**src/rtl/ext_mem_loader.sv**
```systemverilog
// Byte-stream program loader: packs bytes into little-endian words and writes them
// to the CPU test top's external memory port, holding the CPU in reset until done.
module ext_mem_loader #(
    parameter logic [31:0] BASE_ADDR  = 32'h0000_0000,
    parameter int          WORD_COUNT = 64
) (
    input  logic        clk,
    input  logic        reset,
    input  logic        start,
    input  logic        rx_valid,
    input  logic [7:0]  rx_data,
    output logic        rx_ready,
    output logic        Ext_MemWrite,
    output logic [31:0] Ext_WriteData,
    output logic [31:0] Ext_DataAdr,
    output logic        cpu_reset,
    output logic        busy,
    output logic        done,
    output logic [15:0] words_loaded
);

    typedef enum logic [1:0] {
        S_IDLE,
        S_COLLECT,
        S_WRITE,
        S_DONE
    } state_t;

    localparam logic [15:0] LAST_WORD = 16'(WORD_COUNT - 1);

    state_t      state_q, state_d;
    logic [1:0]  idx_q, idx_d;
    logic [31:0] word_q, word_d;
    logic [31:0] adr_q, adr_d;
    logic [15:0] cnt_q, cnt_d;
    logic [31:0] word_ins;

    // Word register with the incoming byte dropped into the lane selected by idx.
    for (genvar gi = 0; gi < 4; gi++) begin : g_lane
        assign word_ins[8*gi +: 8] = (idx_q == 2'(gi)) ? rx_data : word_q[8*gi +: 8];
    end

    always_comb begin
        state_d = state_q;
        idx_d   = idx_q;
        word_d  = word_q;
        adr_d   = adr_q;
        cnt_d   = cnt_q;
        case (state_q)
            S_IDLE, S_DONE: begin
                if (start) begin
                    state_d = S_COLLECT;
                    idx_d   = 2'd0;
                    cnt_d   = 16'd0;
                    adr_d   = BASE_ADDR;
                end
            end
            S_COLLECT: begin
                if (rx_valid) begin
                    word_d = word_ins;
                    idx_d  = idx_q + 2'd1;
                    if (idx_q == 2'd3) begin
                        state_d = S_WRITE;
                    end
                end
            end
            S_WRITE: begin
                adr_d   = adr_q + 32'd4;
                cnt_d   = cnt_q + 16'd1;
                state_d = (cnt_q == LAST_WORD) ? S_DONE : S_COLLECT;
            end
            default: state_d = S_IDLE;
        endcase
    end

    always_ff @(posedge clk) begin
        if (reset) begin
            state_q <= S_IDLE;
            idx_q   <= 2'd0;
            word_q  <= 32'd0;
            adr_q   <= BASE_ADDR;
            cnt_q   <= 16'd0;
        end else begin
            state_q <= state_d;
            idx_q   <= idx_d;
            word_q  <= word_d;
            adr_q   <= adr_d;
            cnt_q   <= cnt_d;
        end
    end

    // Every output is either a flop or a pure decode of the state register.
    assign rx_ready      = (state_q == S_COLLECT);
    assign Ext_MemWrite  = (state_q == S_WRITE);
    assign busy          = (state_q == S_COLLECT) || (state_q == S_WRITE);
    assign done          = (state_q == S_DONE);
    assign cpu_reset     = (state_q != S_DONE);
    assign Ext_WriteData = word_q;
    assign Ext_DataAdr   = adr_q;
    assign words_loaded  = cnt_q;

endmodule

```
**config.mk**
```make
export PLATFORM = sky130hd
export DESIGN_NAME = ext_mem_loader
export DESIGN_NICKNAME = d
export VERILOG_FILES = /design/src/rtl/ext_mem_loader.sv
export SDC_FILE = /design/constraint.sdc
export NUM_CORES = 1
export LEC_CHECK = 0
export BUFFER_PORTS_ARGS = -buffer_cell sky130_fd_sc_hd__buf_2
export CORE_ASPECT_RATIO = 1.1
export CORE_MARGIN = 4
export CORE_UTILIZATION = 48
export DETAILED_ROUTE_END_ITERATION = 10
export GPL_ROUTABILITY_DRIVEN = 0
export PLACE_DENSITY = 0.76
export SLEW_MARGIN = 0
export SYNTH_ARGS = -nofsm -noshare
export SYNTH_HDL_FRONTEND = slang
export SYNTH_SLANG_ARGS = --single-unit
```
**constraint.sdc**
```tcl
create_clock -name clk -period 2.1 [get_ports clk]
set_clock_uncertainty 0.1 [all_clocks]
set_input_delay 0.105 -clock clk [delete_from_list [all_inputs] [get_ports clk]]
set_output_delay 0.105 -clock clk [all_outputs]
set_load 0.1 [all_outputs]
```
==> results.md, run 1 <==
- Status: finished, final reports clean
- First drt pass iteration count: 4
- Post-Place Worst Slack: -0.0132 ns
- CTS Buf Count: 9
- Slew HR: 0.655
- Die area: 9270 um^2
- Setup crit end kind: flip-flop
- DRC errors left: 0
- Post-synth top area share: 0.439
- EDFF count, synth: 0
- Avg Cell Area, Syn: 9.19 um^2
- Min Hold Slack: about 0.017 ns
- Pleak: 2.14 nW
- Die Wd: between 90 and 100 um
- Post-synth top flop: dfxtp_1
- WL final: 9010 um
- Least-Margin Pin Slew: 0.521 ns
- Hold Path Class: in2reg
- CTS sink cnt: 82
- Area leader, netlist: dfxtp_1
- Final ANT Viol Nets: 0
- Initial antenna violation count: 0
- H-tree levels: 3
- TritonCTS clock tree: yes
- Syn-to-layout area delta: 25.9%
- Top post-synthesis cells by area: dfxtp_1, mux2i_1, nor2_1, ha_1, a21oi_1
- Worst EP required: 2.28 ns
- Period utilization: 0.955
- Row count: 33
- Startpoint types: flip-flop
- Global route overflow: 0
- Total number of vias: 3418
- Largest net degree at the start of global routing: 44
- Number of diodes: 0
- Total Routing Usage GR: 0.195
- Synth async-reset ratio: 0
- Max Root-Sink Buffers: 2
- First-pass GRT wire length: 14700 um
- Share of layout cells above drive strength 1: 0.328
- CP arrival: 2.19 ns
- Core Area: 7510 um^2
- Vias per inst: 5.50
- I/O Pins: 97
- Yosys reg bits: 82
- Largest fanout on the critical path: 10
- Ys Warns: 0
- Most frequent cell after synthesis: dfxtp_1
- Setup_tns: 0 ns
- Cell variety after synth: 45
- Wirelength per Cell: 14.5 um
- Starting Density: 0.498
- Critical path class: reg2reg
- CTS root buf: clkbuf_8
- VDD IR-drop max: a little under 500 uV
- Unrepaired setup endpoints after global routing: no
- Starting DRT DRC Count: approximately 110
- Synth cell count leaders: dfxtp_1, nor2_1, mux2i_1
- Die Ht: 101 um
- Final Hold Viols: 0
- Setup violators final: 0
- Post-DP HPWL: 6500 um
- Slew Viols, Final: 0
- Max Freq: 499 MHz
- Layout Nets: 534
- PortBufs: 94
- Total Power: 0.00342 W
- Max-cap violations: 0
- Min cycle time layout: around 2 ns
- Worst setup margin: between 0.09 and 0.1 ns
- Mapped Cells: 407
- Vias in the first global route: 3138
- CTS clock-pin slew for the worst setup and hold paths: 0.08 ns
- Mapped cell area: 3740 um^2
- Clk_lat worst skew: 0.35 ns
- Areal power density over the cells: 726 nW/um^2
- Sequential fraction of the synthesis area: 0.439
==> sequential cells by signal, indices dropped and copies added, names as in the netlist <==
| register | cells |
|---|---|
| Ext_DataAdr | 30 |
| idx_q | 2 |
| state_q | 2 |
| Ext_WriteData | 32 |
| words_loaded | 16 |
==> per-stage QoR <==
step	std cells	area, um^2	util
floorplan	408	3810	-
global placement	597	4400	0.585
detailed placement	597	4400	0.585
CTS	621	4700	0.625
global route	621	4710	0.627
finish	621	4710	0.627
==> kinds of logic after synthesis <==
| family | synth area share |
|---|---|
| AND/OR/NAND/NOR | 0.254 |
| buffers and inverters | 0.0368 |
| adder cells (fa/ha/maj) | 0.0334 |
| AO/OA/AOI/OAI | 0.0926 |
| flip-flops | 0.439 |
| other | 0.00100 |
| multiplexers | 0.108 |
| XOR/XNOR | 0.0351 |
==> repair_timing <==
item / in CTS / in global routing
setup endpoints to repair: 4 / 5
endpoints found under the hold margin: 34 / 0
cloned: 0 / 0
resized for setup: 1 / 3
hold buffers: 9 / 0
setup buffers: 0 / 0
==> path summary, 6_finish.rpt <==
check	cells after the start	end	from	slack, ns
worst max-delay path	7	Ext_DataAdr[27]$_SDFFE_PP0P_	state_q[0]$_SDFFE_PP0P_	0.09
worst min-delay path	3	idx_q[1]$_SDFFE_PP0P_	start	0.02
worst max register to register	7	Ext_DataAdr[27]$_SDFFE_PP0P_	state_q[0]$_SDFFE_PP0P_	0.09
worst min register to register	2	Ext_DataAdr[18]$_SDFFE_PP0P_	Ext_DataAdr[18]$_SDFFE_PP0P_	0.39
==> area by class of cell <==
type / instances / area (um^2)
clock buffers: 9 / 124
clock inverters: 6 / 82.6
fillers: 664 / 2810
inverters: 9 / 33.8
multi-input cells: 295 / 1990
flip-flops and latches: 82 / 1690
well taps: 105 / 131
repair buffers: 115 / 658
==> placed cells by master, fill, tap and decap left out, types with 4 or more instances in the layout <==
master         instances
a21oi_1               24
nor2_1                59
nand4_1               12
dfxtp_2               33
o31ai_1               14
buf_2                 94
xor2_1                10
o21ai_0               12
nand3_1               17
and4_1                 5
nand2_1               20
mux2i_1               39
dfxtp_1               47
buf_4                 11
or4_1                 16
nor4_1                 4
inv_1                  9
and2_1                 4
ha_1                   8
clkbuf_8               9
dlygate4sd3_1          9
xnor2_1                5
or3_1                 13
==> power by group <==
group	internal, W	switching (W)	total (W)
registers	0.00158	0.0000165	0.00159
logic	0.000168	0.000444	0.000612
clock network	0.000657	0.000560	0.00122
==> metal layers <==
metal,part of all wire,global-route usage
met5,0,0
met4,0.019,0.0800
met3,0.078,0.0627
met2,0.47,0.321
met1,0.43,0.236
==> worst max-delay path, cell delays in order (launching register included) <==
cell and delay [ns]:
dfxtp_1 0.33, inv_1 0.07, ha_4 0.24, mux2_4 0.27
buf_8 0.15, nand4_4 0.13, or4_1 0.49, a21oi_1 0.14
No activity file was read; power rests on OpenSTA's default activity.
==> run 2, diff against run 1 <==
--- a/config.mk
+++ b/config.mk
@@ -7,8 +7,8 @@
 export LEC_CHECK = 0
 export BUFFER_PORTS_ARGS = -buffer_cell sky130_fd_sc_hd__buf_2
 export CORE_ASPECT_RATIO = 1.1
-export CORE_MARGIN = 4
 export CORE_UTILIZATION = 48
+export CTS_CLUSTER_SIZE = 25
 export DETAILED_ROUTE_END_ITERATION = 10
 export GPL_ROUTABILITY_DRIVEN = 0
 export PLACE_DENSITY = 0.76
==> results.md, run 2 (synthesis results as in run 1) <==
- Max Freq: 504 MHz
- WL final: ~9000 um
- Multi-input gate area: about 2000 um^2
- CTS sink cnt: 82
- Number of diodes: 0
- Initial antenna violation count: 0
- CP arrival: 2.17 ns
- Vias in the first global route: 3212
- Startpoint types: flip-flop
- Final ANT Viol Nets: 0
- Critical path class: reg2reg
- I/O Pins: 97
- Period utilization: 0.945
- Clk_lat worst skew: ~0.35 ns
- Setup crit end kind: flip-flop
- CTS root buf: clkbuf_8
- CTS clock-pin slew for the worst setup and hold paths: around 0.080 ns
- Row count: 33
- Largest net degree at the start of global routing: 47
- Die Wd: 86.2 um
- DRC errors left: 0
- Max Root-Sink Buffers: 2
- Starting Density: 0.498
- Total Routing Usage GR: 0.225
- Status: finished, final reports clean
- Total Power: roughly 0.0035 W
- Final Hold Viols: 0
- Delay-heaviest family, CP: multiplexers
- Post-DP HPWL: between 6000 and 7000 um
- VDD IR-drop max: 447 uV
- Post-route cell area: about 4800 um^2
- Fillers: 664
- Worst EP required: around 2.3 ns
- Slew Viols, Final: 0
- Most frequent cells in the layout: buf_2, nor2_1, dfxtp_1
- Global route overflow: 0
- Min cycle time layout: 1.98 ns
- Most common cell after layout, fill and taps aside: buf_2
- Core Area: approximately 7500 um^2
- Wirelength per Cell: ~14 um
- Die Ht: 94.6 um
- Total number of vias: 3403
- Vias per inst: 5.43
- TritonCTS clock tree: yes
- Critical path, cell by cell: inv_1, ha_4, mux2_4, nand3_4, buf_4, nor4_2, mux2i_1
- Starting DRT DRC Count: 129
- Syn-to-layout area delta: 27.2%
- Die area: 8150 um^2
- Placement Cell Area: 4400 um^2
- Pleak: 2.17 nW
- H-tree levels: 3
- PortBufs: 94
- Unrepaired setup endpoints after global routing: yes
- Setup violators final: 0
- CP max stage cell: dfxtp_1
- Storage cell area: 1690 um^2
- Hold Path Class: in2reg
- Share of layout cells above drive strength 1: 0.335
- CTS Buf Count: 9
- Max-cap violations: 0
- First-pass GRT wire length: about 14000 um
- First drt pass iteration count: 4
- Layout Nets: 539
- Highest cell delay on the worst timing path: 0.35 ns
- Largest fanout on the critical path: 16
- Areal power density over the cells: between 700 and 800 nW/um^2
- Largest register FFs: 32
- Buf/Inv on CP: 2
[run 2: final cells by class]
cell class	count	share of cell area
Inverter	9	0.00710
Clock buffer	9	0.0260
Multi-Input combinational cell	295	0.419
Timing Repair Buffer	120	0.146
Tap cell	105	0.0276
Sequential cell	82	0.355
Clock inverter	7	0.0195
[run 2: final timing paths]
kind	startpoint	to	slack [ns]	depth (start not counted)
hold / removal	rx_valid	idx_q[1]$_SDFFE_PP0P_	0.03	3
setup / recovery	state_q[0]$_SDFFE_PP0P_	Ext_DataAdr[30]$_SDFFE_PP0P_	0.12	7
hold reg to reg	Ext_DataAdr[27]$_SDFFE_PP0P_	Ext_DataAdr[27]$_SDFFE_PP0P_	0.39	2
setup reg to reg	state_q[0]$_SDFFE_PP0P_	Ext_DataAdr[30]$_SDFFE_PP0P_	0.12	7
[run 2: routing by layer]
metal / vias to the layer above / share of wire / wire (um) / track usage
li1: 1686 / - / - / -
met2: 105 / 0.48 / 4380 / 0.387
met5: - / 0 / 0 / 0
met1: 1597 / 0.44 / 3970 / 0.265
met3: 15 / 0.065 / 588 / 0.0612
met4: 0 / 0.015 / 139 / 0.0889
[run 2: timing repair]
item,CTS,global route
endpoints found under the setup margin,6,18
pin swaps,0,1
hold buffers,9,0
gates cloned,0,0
resized for setup,1,4
buffers inserted,0,5
endpoints found under the hold margin,33,0
[run 2: power by group]
| group | internal [W] | switching [W] | leakage, nW |
|---|---|---|---|
| Sequential | 0.00157 | 0.0000164 | 0.679 |
| Combinational | 0.000168 | 0.000449 | 1.38 |
| Clock | 0.000668 | 0.000582 | 0.110 |
[run 2: stage by stage]
stage / std cells / util / setup WS [ns] / hold slack [ns] / TNS, ns
2_1_floorplan: 408 / - / -0.0510 / 0.149 / -0.439
3_3_place_gp: 597 / 0.585 / 0.0634 / 0.282 / 0
3_5_place_dp: 597 / 0.585 / -0.0364 / 0.296 / -0.0790
4_1_cts: 622 / 0.627 / 0.00271 / 0.0210 / 0
5_1_grt: 627 / 0.633 / -0.0323 / 0.0486 / -0.0353
6_report: 627 / 0.633 / 0.116 / 0.0319 / 0
[run 2: worst min-delay path: stages]
cell and delay (ns):
buf_2 0.15, nand4_1 0.10, a31oi_1 0.07
